File: config.mk
export PLATFORM = sky130hd
export DESIGN_NAME = spi_eeprom_ctrl
export DESIGN_NICKNAME = d
export VERILOG_FILES = /design/src/rtl/spi_eeprom_ctrl_pkg.sv /design/src/rtl/spi_eeprom_ctrl.sv
export SDC_FILE = /design/constraint.sdc
export NUM_CORES = 1
export LEC_CHECK = 0
export BUFFER_PORTS_ARGS = -buffer_cell sky130_fd_sc_hd__buf_2
export CORE_AREA = 2 2 39 41
export DETAILED_ROUTE_END_ITERATION = 6
export DIE_AREA = 0 0 41 43
export GPL_TIMING_DRIVEN = 0
export PLACE_DENSITY = 0.73
export SLEW_MARGIN = 20
export SYNTH_ARGS = -nofsm -noshare
export SYNTH_HDL_FRONTEND = slang
export SYNTH_SLANG_ARGS = --single-unit
File: constraint.sdc
create_clock -name clk -period 1.4 [get_ports clk]
set_input_delay 0.14 -clock clk [delete_from_list [all_inputs] [get_ports clk]]
set_output_delay 0.14 -clock clk [all_outputs]
set_load 0.005 [all_outputs]
File: src/rtl/spi_eeprom_ctrl_pkg.sv
// Shared encodings for the 25AA02E48 MAC EEPROM SPI sequencer.
package spi_eeprom_ctrl_pkg;

    localparam logic [1:0] OP_NOP     = 2'd0;
    localparam logic [1:0] OP_RELEASE = 2'd1;
    localparam logic [1:0] OP_READOUT = 2'd2;
    localparam logic [1:0] OP_XFER    = 2'd3;

    localparam logic [1:0] SM_HOLD  = 2'b00;
    localparam logic [1:0] SM_SHIFT = 2'b01;
    localparam logic [1:0] SM_LOAD  = 2'b10;

    typedef logic [2:0] state_t;

    localparam state_t ST_IDLE = 3'd0;
    localparam state_t ST_LOAD = 3'd1;
    localparam state_t ST_HIGH = 3'd2;
    localparam state_t ST_LOW  = 3'd3;
    localparam state_t ST_OUT  = 3'd4;

endpackage

File: src/rtl/spi_eeprom_ctrl.sv
// SPI master sequencer for the e48 MAC EEPROM: drives CS, SCK and the external
// shift register controls; carries no data itself.
module spi_eeprom_ctrl #(
    parameter int BITS     = 8,
    parameter int HALF_DIV = 1
) (
    input  logic       clk,
    input  logic       reset,
    input  logic [1:0] operation,
    output logic       oel,
    output logic [1:0] shiftMode,
    output logic       spi_clk,
    output logic       e48_csl,
    output logic       e48_hold
);
    import spi_eeprom_ctrl_pkg::*;

    localparam int CNT_W = $clog2(BITS + 1);
    localparam int DIV_W = (HALF_DIV > 1) ? $clog2(HALF_DIV) : 1;

    localparam logic [CNT_W-1:0] CNT_LAST = CNT_W'(BITS);
    localparam logic [CNT_W-1:0] CNT_ONE  = CNT_W'(1);
    localparam logic [DIV_W-1:0] DIV_LAST = DIV_W'(HALF_DIV - 1);
    localparam logic [DIV_W-1:0] DIV_ONE  = DIV_W'(1);

    state_t           state, state_next;
    logic [CNT_W-1:0] cnt, cnt_next;
    logic [DIV_W-1:0] div, div_next;
    logic             csl_next;
    logic             oel_next;
    logic             sck_next;
    logic [1:0]       sm_next;

    always_comb begin
        state_next = state;
        cnt_next   = cnt;
        div_next   = div;
        csl_next   = e48_csl;
        case (state)
            ST_IDLE: begin
                case (operation)
                    OP_NOP:     ;
                    OP_RELEASE: csl_next = 1'b1;
                    OP_READOUT: state_next = ST_OUT;
                    OP_XFER: begin
                        state_next = ST_LOAD;
                        csl_next   = 1'b0;
                    end
                endcase
            end
            ST_LOAD: begin
                state_next = ST_HIGH;
                cnt_next   = '0;
                div_next   = '0;
            end
            ST_HIGH: begin
                if (div == DIV_LAST) begin
                    state_next = ST_LOW;
                    div_next   = '0;
                end else begin
                    div_next = div + DIV_ONE;
                end
            end
            ST_LOW: begin
                if (div == DIV_LAST) begin
                    cnt_next   = cnt + CNT_ONE;
                    div_next   = '0;
                    state_next = (cnt_next == CNT_LAST) ? ST_IDLE : ST_HIGH;
                end else begin
                    div_next = div + DIV_ONE;
                end
            end
            ST_OUT:  state_next = ST_IDLE;
            default: state_next = ST_IDLE;
        endcase
    end

    // Outputs are registered from the next state so they line up with the state they describe.
    always_comb begin
        oel_next = (state_next != ST_OUT);
        sck_next = (state_next == ST_HIGH);
        sm_next  = SM_HOLD;
        if (state_next == ST_LOAD) begin
            sm_next = SM_LOAD;
        end else if (state_next == ST_LOW && div_next == DIV_LAST) begin
            sm_next = SM_SHIFT;
        end
    end

    always_ff @(posedge clk) begin
        if (!reset) begin
            state     <= ST_IDLE;
            cnt       <= '0;
            div       <= '0;
            oel       <= 1'b1;
            shiftMode <= SM_HOLD;
            spi_clk   <= 1'b0;
            e48_csl   <= 1'b1;
            e48_hold  <= 1'b1;
        end else begin
            state     <= state_next;
            cnt       <= cnt_next;
            div       <= div_next;
            oel       <= oel_next;
            shiftMode <= sm_next;
            spi_clk   <= sck_next;
            e48_csl   <= csl_next;
            e48_hold  <= 1'b1;
        end
    end

endmodule

==> run_results.csv <==
group,metric,value,unit
sta,fin_crit_sh,87.0,%
critical_path,cp-end-kind,"register",
sta,drv_slew,0,
clock_network,clk-insertion-delay-late,0.28,ns
final_layout,syn_to_final_growth,14.3,%
power,ir_drop,712,uV
yosys,postSynth.asyncResetShare,0,%
critical_path,crit_path_start_kind,"register",
floorplanning,core,0.00138,mm2
detailed_routing,vias_per_cell,5.35,
final_layout,num_antenna_cells,0,
outcome,status,"finished, final reports clean",
clock_network,postCtsSetupBuffers,0,
floorplanning,dieHeight,43,um
global_routing,grt_remaining_overflow,0,
global_routing,grt_pass1_vias,468,
sta,timing.fmax,821,MHz
yosys,synth_top_cell_area_share,43.0,%
detailed_routing,routed_wl,1090,um
yosys,ys_ff_latch,13,
sta,grt_setup_unrepaired,"no",
job,drv_cap,0,
power,p_per_area,1130,mW/mm2
clock_network,cts_hold_buffers,0,
critical_path,arrival,1.41,ns
sta,period_minus_slack,1.22,ns
final_layout,final_area,692,um2
final_layout,num-fill-cells,141,
critical_path,crit_start,"div",
clock_network,clk_path_buf_depth,2,
final_layout,drive_gt1_share,25.9,%
final_layout,final_core_util,50.0,%
sta,clock_skew,0.00237,ns
yosys,syn-num-nets,74,
yosys,synthTopCellsByArea,"dfxtp_1 43%, nor2_1 5.0%, nand2b_1 4.1%",
final_layout,regArea,260,um2
yosys,synth_edf_count,0,
floorplanning,fp.dieArea,0.00176,mm2
critical_path,worst-setup-path-type,"register to register",
detailed_routing,first_pass_iters,4,
global_routing,track_usage,16.5,%
yosys,synth_cells,69,
floorplanning,initial_utilization,43.8,%
detailed_routing,drc,0,
yosys,ys_seq_area_share,43.0,%
yosys,synthTopCellsByCount,"13 x dfxtp_1, 8 x nor2_1, 4 x a21oi_1, 4 x nand2_1, 4 x nand2b_1",
sta,setup_violations,0,
placed_design,gp_congestion,0.836,
critical_path,crit_fanout,8,
clock_network,cts_resized,0,
worst_hold_path,worstHoldPathType,"input port to register",
floorplanning,rows,14,
global_routing,grt_pass1_wl,1920,um
detailed_routing,drtIter0Drc,3,
global_routing,grt_antenna_before_repair,0,
sta,holdWs,0.0704,ns
placed_design,port-buffer-count,8,
critical_path,cp.required,1.59,ns
placed_design,hpwl,835,um
power,p_leak,0.289,nW
detailed_routing,vias,519,
detailed_routing,wl_per_cell,11.3,um
yosys,syn_area_per_cell,8.78,um2
yosys,ys_dominant_reg_cell,"dfxtp_1",
floorplanning,die_x,41,um
clock_network,path_clk_slew,0.07,ns
final_layout,final_cell_count_no_fill,97,
floorplanning,io_pins,10,
placed_design,dpl_cell_area,666,um2
clock_network,clkSinkCount,13,
clock_network,clockRootBuffer,"clkbuf_4",
detailed_routing,antenna_left,0,
global_routing,grt_max_degree,11,
final_layout,multi_input_area,307,um2
sta,tns,0,ns
yosys,netlist_area,606,um2
yosys,synth.most_common_cell,"dfxtp_1",
critical_path,regToRegStartpoint,"div",
worst_hold_path,hp-start,"reset",
yosys,synth_cell_types,31,
placed_design,dp.cells,93,
final_layout,fin_nets,87,
yosys,ys_warn_count,0,
clock_network,cts_tree,"done",
clock_network,cts_buffers,3,
clock_network,h-tree-depth,1,
yosys,yosysTopAreaCell,"dfxtp_1",
sta,hold_viol,0,
==> cells by family after synthesis <==
family,after synthesis,share of synthesized area (%)
other,1,0.619
AO/OA/AOI/OAI,15,18.8
adder cells (fa/ha/maj),1,2.07
buffers and inverters,8,6.40
flip-flops,13,43.0
multiplexers,1,1.65
AND/OR/NAND/NOR,30,27.5
==> through the flow <==
stage / worst slack (ns) / total power [W]
2_1_floorplan: 0.268 / 0.000519
3_3_place_gp: 0.213 / 0.000557
3_5_place_dp: 0.200 / 0.000560
4_1_cts: 0.177 / 0.000791
5_1_grt: 0.0914 / 0.000819
6_report: 0.182 / 0.000783
==> layout by cell type, fill, tap and decap left out <==
master and instances:
clkbuf_4 3, a22oi_1 1, a21oi_1 4, a311oi_2 1, o211ai_2 1, a31oi_1 2, nor3_1 2, nand3b_1 2
o211ai_1 1, nand2b_1 4, a21boi_0 1, nor3b_1 1, buf_2 9, a211oi_2 1, nand3_1 2, mux2i_1 1
and3b_1 1, ha_1 1, nand2_2 1, clkbuf_1 1, nand4_1 1, and2_1 2, inv_1 3, nor2b_1 1
dfxtp_1 13, buf_4 2, nor2_1 8, inv_2 2, a311oi_1 1, conb_1 1, nand2_1 4, and4b_4 1
o21ai_0 2
==> state kept, by name, indices dropped and copies added, names as in the netlist <==
register	count
e48_csl	1
spi_clk	1
div	1
cnt	4
state	3
shiftMode	2
oel	1
==> where the power goes <==
| group | internal [W] | switching (W) | total [W] |
|---|---|---|---|
| clock network | 0.000111 | 0.000121 | 0.000232 |
| registers | 0.000394 | 0.00000833 | 0.000402 |
| logic | 0.0000631 | 0.0000858 | 0.000149 |
==> critical path: stages (launching register included) <==
cell and delay (ns):
dfxtp_1 0.46, and4b_4 0.25, o211ai_2 0.09, nand2_2 0.09, a311oi_1 0.24
==> cell type report <==
| cell class | instances | area share [%] |
|---|---|---|
| tap | 16 | 2.89 |
| sequential | 13 | 37.6 |
| inverter | 5 | 2.71 |
| timing repair buffer | 8 | 5.79 |
| multi-input combinational | 48 | 44.3 |
| clock buffer | 4 | 3.80 |
| buffer | 3 | 2.89 |
==> final timing paths <==
kind / endpoint / depth (start not counted) / slack, ns
setup / recovery: spi_clk / 4 / 0.18
setup reg to reg: spi_clk / 4 / 0.18
hold / removal: e48_csl / 2 / 0.07
hold reg to reg: e48_csl / 2 / 0.48
==> metal layers <==
| layer | global-route usage, % | wire [um] | up-vias | part of all wire (%) |
|---|---|---|---|---|
| li1 | - | - | 262 | - |
| met1 | 21.9 | 514 | 234 | 47 |
| met2 | 21.6 | 475 | 16 | 43 |
| met3 | 3.66 | 47 | 7 | 4.3 |
| met4 | 14.0 | 54 | 0 | 4.9 |
| met5 | 0 | 0 | - | 0 |
(Power assumes the default switching activity.)
